### config.mk
export PLATFORM = sky130hd
export DESIGN_NAME = serial_mag_comp
export DESIGN_NICKNAME = d
export VERILOG_FILES = /design/src/rtl/serial_mag_comp.sv
export SDC_FILE = /design/constraint.sdc
export NUM_CORES = 1
export LEC_CHECK = 0
export CAP_MARGIN = 20
export CELL_PAD_IN_SITES_DETAIL_PLACEMENT = 1
export CELL_PAD_IN_SITES_GLOBAL_PLACEMENT = 1
export CORE_ASPECT_RATIO = 0.5
export CORE_UTILIZATION = 28
export CTS_CLUSTER_SIZE = 20
export DETAILED_ROUTE_END_ITERATION = 8
export PLACE_DENSITY = 0.61
export SYNTH_ARGS = -nofsm -noshare
export SYNTH_HDL_FRONTEND = slang
export SYNTH_SLANG_ARGS = --single-unit
### constraint.sdc
create_clock -name clk -period 2.5 [get_ports clk]
set_clock_uncertainty 0.2 [all_clocks]
set_input_delay 0.25 -clock clk [delete_from_list [all_inputs] [get_ports clk]]
set_output_delay 0.25 -clock clk [all_outputs]
set_load 0.05 [all_outputs]
### src/rtl/serial_mag_comp.sv
// serial_mag_comp: MSB-first bit-serial magnitude comparator.
// Operands in and g/l out via valid/ready; scan stops at first differing bit.
module serial_mag_comp #(
  parameter int N = 4
) (
  input  logic         clk,
  input  logic         rst_n,
  input  logic         in_valid,
  output logic         in_ready,
  input  logic [N-1:0] x,
  input  logic [N-1:0] y,
  output logic         out_valid,
  input  logic         out_ready,
  output logic         g,
  output logic         l,
  output logic         busy
);

  localparam int IW = $clog2(N);

  typedef enum logic [1:0] {
    IDLE,
    SCAN,
    DONE
  } state_t;

  state_t        state_q;
  logic [N-1:0]  xr_q;
  logic [N-1:0]  yr_q;
  logic [IW-1:0] idx_q;
  logic [IW-1:0] idx_d;
  logic          g_q;
  logic          l_q;
  logic          in_ready_q;
  logic          busy_q;
  logic          out_valid_q;
  logic          xb;
  logic          yb;

  // Current bit pair under examination and next index.
  assign xb    = xr_q[idx_q];
  assign yb    = yr_q[idx_q];
  assign idx_d = idx_q - 1'b1;

  // Control FSM; handshake flags are registered alongside the state.
  always_ff @(posedge clk or negedge rst_n) begin
    if (!rst_n) begin
      state_q     <= IDLE;
      xr_q        <= '0;
      yr_q        <= '0;
      idx_q       <= '0;
      g_q         <= 1'b0;
      l_q         <= 1'b0;
      in_ready_q  <= 1'b1;
      busy_q      <= 1'b0;
      out_valid_q <= 1'b0;
    end else begin
      case (state_q)
        IDLE: begin
          if (in_valid) begin
            xr_q       <= x;
            yr_q       <= y;
            idx_q      <= IW'(N - 1);
            state_q    <= SCAN;
            in_ready_q <= 1'b0;
            busy_q     <= 1'b1;
          end
        end
        SCAN: begin
          if (xb != yb) begin
            g_q         <= xb;
            l_q         <= yb;
            state_q     <= DONE;
            busy_q      <= 1'b0;
            out_valid_q <= 1'b1;
          end else if (idx_q == '0) begin
            g_q         <= 1'b0;
            l_q         <= 1'b0;
            state_q     <= DONE;
            busy_q      <= 1'b0;
            out_valid_q <= 1'b1;
          end else begin
            idx_q <= idx_d;
          end
        end
        DONE: begin
          if (out_ready) begin
            state_q     <= IDLE;
            out_valid_q <= 1'b0;
            in_ready_q  <= 1'b1;
          end
        end
        default: begin
          state_q     <= IDLE;
          in_ready_q  <= 1'b1;
          busy_q      <= 1'b0;
          out_valid_q <= 1'b0;
        end
      endcase
    end
  end

  assign in_ready  = in_ready_q;
  assign busy      = busy_q;
  assign out_valid = out_valid_q;
  assign g         = g_q;
  assign l         = l_q;

endmodule
==> flow_summary.yaml, run 1 <==
finish:
  layout.cells.most_common_list: "clkdlybuf4s50_1 (16), dfrtp_1 (15), mux2_4 (8), nor2_1 (6), inv_1 (4)"
  mostFrequentLayoutCell: "clkdlybuf4s50_1"
  final_area_um2: 1080
  layout-drive-gt1-share_pct: 30.9
  synthesis_to_finish_area_growth_pct: 28.1
  antenna_cells_inserted: 0
  final_net_count: 97
yosys:
  syn-mean-instance-area_um2: 13.7
  synth_simple_gate_area_share_pct: 9.01
  synthAdderAreaFrac_pct: 4.43
  dominant_combinational_cell_family_by_area_after_synthesis: "multiplexers"
  syn_area_um2: 847
  yosys.cell_types.count: 21
  synth.mux.area_fraction_pct: 23.5
  synth_fp_nets: 77
  synth_xor_xnor_area_share_pct: 0
  yosys_register_bits: 17
  area_fraction_in_compound_gates_after_synthesis_pct: 8.27
  yosysSeqAreaShare_pct: 50.4
  post_synth_inst_count: 62
  synth.yosys.warnings: 0
route:
  met1_length_um: 807
  remaining_drc_errors: 0
  drt.antenna.violating_nets: 0
  drt_pass_1_iters: 4
  detail_route.iter0.violations: 27
  post_drt_wl_per_cell_um: 14.2
  avgViaCountPerCell: 4.40
  routed.top_layer: "met4"
  postRouteWirelength_um: 1680
  wl_met3_um: 53
  route.met2.wl_um: 794
  total_number_of_vias: 519
floorplan:
  floorplan.io_pins: 17
  std_cell_rows: 13
  die_h_um: 40.9
  start_util_pct: 31.0
  fp.dieW_um: 79.8
  placeableCoreArea_um2: 2730
  dieArea_um2: 3260
clocking:
  postCtsSetupRepairBufs: 0
  clock_tree.buffer_depth: 2
  path_clk_slew_ns: 0.07
  worstSkewPairLatency_ns: 0.26
  cts_h_tree_lvls: 1
  numClockSinks: 17
  tritoncts: "yes"
  cts-root-buf: "clkbuf_8"
  cts_inserted_buffers: 3
global_routing:
  grt_pass1_vias: 585
  number_of_antenna_violations_at_the_first_check_in_global_routing: 0
  grt_overflow: 0
  grt_start_max_net_pins: 18
  first_pass_grt_wire_length_um: 2980
  gr-usage-all-layers_pct: 13.2
sta:
  grt_setup_unrepaired: "no"
  max_slew_violation_count: 0
  final.min_clock_period_ns: 2.32
  totalNegativeSetupSlack_ns: 0
  finalSetupViolations: 0
  fin_crit_sh_pct: 92.6
  timing.slew.headroom_pct: 48.0
  timing.fmax_mhz: 432
  timing_worst_slew_pin_value_ns: 0.777
  total_count_of_hold_check_failures_in_the_final_report: 0
power:
  switching_share_pct: 38.2
  power_frac_seq_pct: 34.5
  pwr_density_cell_nw_per_um2: 1410
  vdd_ir_drop_max_mv: 0.409
  clock_power_share_pct: 13.6
  total_switching_power_w: 0.000584
  p_leak_nw: 0.496
  comb_power_share_pct: 51.9
  p_int_w: 0.000945
critical_path:
  worst_path_max_delay_cell: "mux4_2"
  endpoint_kind: "flop"
  timing.critical_path.required_ns: 2.44
  maximum_fanout_along_the_worst_path: 5
  wp_data_arrival_ns: 2.26
  max_stage_delay_ns: 0.53
  setup.worst_path.class: "flop to flop"
  critPathLaunchType: "flop"
  timing.critical_path.cells: "mux4_2, inv_1, ha_1, nand2b_1, and3b_2, mux2_2"
place:
  dp.final_hpwl_um: 1320
  port_buffers: 16
  detailed_place.area_um2: 1040
  globalplace.congestion: 0.767
status:
  outcome: "completed"
min_path:
  hold_class: "primary input to async pin"
job:
  maxCapViolCount: 0
==> layout make-up <==
cell class / instances / area [µm²]
tap: 37 / 46.3
clock buffer: 4 / 45.0
sequential: 17 / 428
fill: 298 / 1650
timing repair buffer: 17 / 168
multi-input combinational: 39 / 383
inverter: 4 / 15.0
==> cells by family (layout without fill, tap and decap cells) <==
group	after synthesis	in the layout
muxes	13	13
and+or+nand+nor	13	13
buffers and inverters	6	25
adders and majority gates	3	3
DFF	17	17
AOI/OAI and AO/OA	10	10
==> state kept, by name, indices dropped and copies added (netlist names) <==
register   cells
in_ready       1
out_valid      1
yr_q           4
state_q        2
idx_q          2
g              1
xr_q           4
busy           1
l              1
==> critical path: cells and delay by family (launching register included) <==
kind          cells  cell delay [ns]
fa+ha+maj         1             0.24
buf+inv           1             0.08
flops             1             0.42
mux               2             0.87
simple gates      2             0.41
==> routing by layer <==
layer	vias up	GRT usage [%]
met1	257	15.7
met3	2	4.00
met5	-	0
met4	0	5.36
li1	251	-
met2	9	23.5
==> synth_stat cells (all sizes together) <==
cell type | instances | area share, %
dfrtp | 16 | 47
mux2 | 11 | 18
nor2 | 6 | 2.7
inv | 4 | 1.8
a21oi | 3 | 1.8
ha | 3 | 4.4
a21o | 2 | 2.1
buf | 2 | 2.7
mux4 | 2 | 5.3
nand2 | 2 | 0.89
nor2b | 2 | 2.7
o21ai | 2 | 1.2
a22o | 1 | 1.0
and3b | 1 | 1.2
dfstp | 1 | 3.1
nand2b | 1 | 0.74
nor3b | 1 | 0.89
o21ba | 1 | 1.2
o22a | 1 | 1.0
==> per-stage QoR <==
stage                     cells  hold slack (ns)  setup slack (ns)  power (W)  utilization [%]
after floorplan              62           -0.246             0.303    0.00110                -
after detailed placement    114            0.299             0.121    0.00133             38.0
after global routing        118            0.310            0.0567    0.00165             39.7
after global placement      114            0.288             0.233    0.00129             38.0
final                       118            0.247             0.184    0.00153             39.7
after CTS                   118            0.268             0.120    0.00155             39.7
==> final timing paths <==
kind,from,slack (ns),cells past startpoint,end
hold / removal,rst_n,0.25,1,xr_q[0]$_DFFE_PN0P_
setup reg to reg,idx_q[0]$_DFFE_PN0P_,0.18,6,g$_DFFE_PN0P_
hold reg to reg,out_valid$_DFFE_PN0P_,0.31,2,out_valid$_DFFE_PN0P_
max in group asynchronous,rst_n,1.31,1,idx_q[0]$_DFFE_PN0P_
min in group clk,out_valid$_DFFE_PN0P_,0.31,2,out_valid$_DFFE_PN0P_
setup / recovery,idx_q[0]$_DFFE_PN0P_,0.18,6,g$_DFFE_PN0P_
==> power by group through the flow <==
stage | Clock [W] | Sequential [W] | Combinational (W)
finish | 0.000208 | 0.000528 | 0.000794
global placement | 0 | 0.000527 | 0.000758
floorplan | 0 | 0.000595 | 0.000510
CTS | 0.000214 | 0.000527 | 0.000805
global route | 0.000227 | 0.000552 | 0.000875
detailed placement | 0 | 0.000532 | 0.000799
==> timing repair <==
action	CTS	global route
gates resized for setup	0	1
endpoints found under the setup margin	0	2
hold endpoints to repair	0	0
hold buffers	0	0
Note: power is estimated with default switching activity, not from simulation.
==> run 2, diff against run 1 <==
==> constraint.sdc (replaced) <==
create_clock -name clk -period 2.2 [get_ports clk]
set_clock_uncertainty 0.2 [all_clocks]
set_input_delay 0.22 -clock clk [delete_from_list [all_inputs] [get_ports clk]]
set_output_delay 0.22 -clock clk [all_outputs]
set_load 0.01 [all_outputs]
==> run 2 against run 1 <==
Against the previous run: die area stayed put; first-iteration DRC count shrank 67%; via count rose by 8.9%; sequential power is 14% higher; clock power up 10%; non-clock buffer count up 6; routed wire length increased by 8.1%; hold slack got worse by 0.14 ns; sequential cell count stayed put; sequential share of layout area down 2.8 points; register-to-register slack lost 0.14 ns; highest routed layer unchanged.
==> flow_summary.yaml, run 2 (synthesized netlist as in run 1, its figures left out) <==
status:
  outcome: "completed"
sta:
  grt_setup_unrepaired: "yes"
  max_slew_violation_count: 0
  fin_crit_sh_pct: 97.9
  timing_worst_slew_pin_value_ns: 0.394
  final.min_clock_period_ns: 2.15
  timing.slew.headroom_pct: 73.8
  total_count_of_hold_check_failures_in_the_final_report: 0
  timing.fmax_mhz: 464
  finalWorstSetupSlack_ns: 0.0464
  finalSetupViolations: 0
critical_path:
  wp_data_arrival_ns: 2.09
  critPathLaunchType: "flop"
  timing.critical_path.required_ns: 2.13
  endpoint_kind: "flop"
  maximum_fanout_along_the_worst_path: 4
  setup.worst_path.class: "flop to flop"
power:
  switching_share_pct: 32.9
  comb_power_share_pct: 55.2
  p_int_w: 0.00124
  power_frac_seq_pct: 32.4
  clock_power_share_pct: 12.4
  total_switching_power_w: 0.000610
  vdd_ir_drop_max_mv: 0.350
  pwr_density_cell_nw_per_um2: 1590
  p_leak_nw: 0.533
clocking:
  numClockSinks: 17
  worstSkewPairLatency_ns: 0.25
  clock_tree.buffer_depth: 2
  path_clk_slew_ns: 0.06
  cts_inserted_buffers: 3
  post_cts_hold_buffer_count: 0
  cts-root-buf: "clkbuf_8"
  cts_h_tree_lvls: 1
  tritoncts: "yes"
global_routing:
  grt_pass1_vias: 639
  first_pass_grt_wire_length_um: 3020
  gr-usage-all-layers_pct: 13.5
  grt_overflow: 0
  number_of_antenna_violations_at_the_first_check_in_global_routing: 0
  grt_start_max_net_pins: 18
finish:
  synthesis_to_finish_area_growth_pct: 37.7
  antenna_cells_inserted: 0
  final_cell_count_no_fill: 124
  fill_cells: 299
  layout-drive-gt1-share_pct: 41.4
  mostFrequentLayoutCell: "clkdlybuf4s50_1"
  layout.cells.most_common_list: "clkdlybuf4s50_1 (16), dfrtp_1 (15), mux2_4 (10), buf_4 (7), nor2_1 (6)"
  final_net_count: 103
  top_flop_regs: "xr_q x4, yr_q x4"
place:
  dp.final_hpwl_um: 1360
  port_buffers: 16
  dp_cells: 118
  dp_worst_setup_slack_ns: -0.0938
  globalplace.congestion: 0.738
route:
  postRouteWirelength_um: 1810
  remaining_drc_errors: 0
  avgViaCountPerCell: 4.56
  detail_route.iter0.violations: 9
  post_drt_wl_per_cell_um: 14.6
  drt.antenna.violating_nets: 0
  drt_pass_1_iters: 3
  total_number_of_vias: 565
job:
  maxCapViolCount: 0
floorplan:
  placeableCoreArea_um2: 2730
  floorplan.io_pins: 17
  std_cell_rows: 13
  start_util_pct: 31.0
  dieArea_um2: 3260
  fp.dieW_um: 79.8
  die_h_um: 40.9
min_path:
  hold_class: "primary input to async pin"
[run 2: area by class of cell]
| cell class | instances | area (µm²) | share of cell area, % |
|---|---|---|---|
| flip-flops and latches | 17 | 428 | 36.7 |
| multi-input cells | 39 | 419 | 35.9 |
| repair buffers | 23 | 213 | 18.2 |
| well taps | 37 | 46.3 | 3.97 |
| clock buffers | 4 | 45.0 | 3.86 |
| inverters | 4 | 15.0 | 1.29 |
[run 2: power by group through the flow]
| stage | clock network (W) | logic (W) | registers (W) |
|---|---|---|---|
| final | 0.000229 | 0.00102 | 0.000600 |
| after global routing | 0.000251 | 0.00111 | 0.000629 |
| after CTS | 0.000239 | 0.000911 | 0.000602 |
| after detailed placement | 0 | 0.000880 | 0.000604 |
| after global placement | 0 | 0.000834 | 0.000596 |
| after floorplan | 0 | 0.000580 | 0.000561 |
[run 2: routing by layer]
layer | part of all wire (%) | wire, µm | GRT usage [%] | vias to the layer above
li1 | - | - | - | 266
met1 | 45 | 809 | 14.6 | 287
met2 | 52 | 951 | 26.5 | 10
met3 | 2.3 | 42 | 4.00 | 2
met4 | 0.44 | 8 | 5.36 | 0
met5 | 0 | 0 | 0 | -
[run 2: worst max-delay path: stages, from the launching register on]
cell and delay [ns]:
dfrtp_2 0.40, mux4_2 0.56, ha_4 0.30, nand2b_4 0.05, and3b_2 0.22, mux2_4 0.30
[run 2: through the flow]
stage	instance area [µm²]	util, %	power [W]	setup TNS, ns	hold WS [ns]
4_1_cts	1130	41.3	0.00175	-0.00374	0.108
5_1_grt	1170	42.7	0.00199	-0.0243	0.117
3_5_place_dp	1070	39.1	0.00148	-0.385	0.302
2_1_floorplan	847	-	0.00114	0	-0.276
3_3_place_gp	1070	39.1	0.00143	-0.0164	0.286
6_report	1170	42.7	0.00185	0	0.105
[run 2: path summary, 6_finish.rpt]
| kind | start | to | slack, ns | cells past startpoint |
|---|---|---|---|---|
| worst min-delay path | rst_n | xr_q[1]$_DFFE_PN0P_ | 0.10 | 2 |
| min in group clk | yr_q[0]$_DFFE_PN0P_ | yr_q[0]$_DFFE_PN0P_ | 0.32 | 1 |
| worst max-delay path | idx_q[0]$_DFFE_PN0P_ | l$_DFFE_PN0P_ | 0.05 | 5 |
| worst max register to register | idx_q[0]$_DFFE_PN0P_ | l$_DFFE_PN0P_ | 0.05 | 5 |
| max in group asynchronous | rst_n | in_ready$_DFFE_PN1P_ | 1.44 | 2 |
| worst min register to register | yr_q[0]$_DFFE_PN0P_ | yr_q[0]$_DFFE_PN0P_ | 0.32 | 1 |
[run 2: repair_timing]
action,in CTS,in global routing
setup endpoints to repair,7,4
hold endpoints to repair,0,0
buffers inserted,1,1
resized for setup,3,5
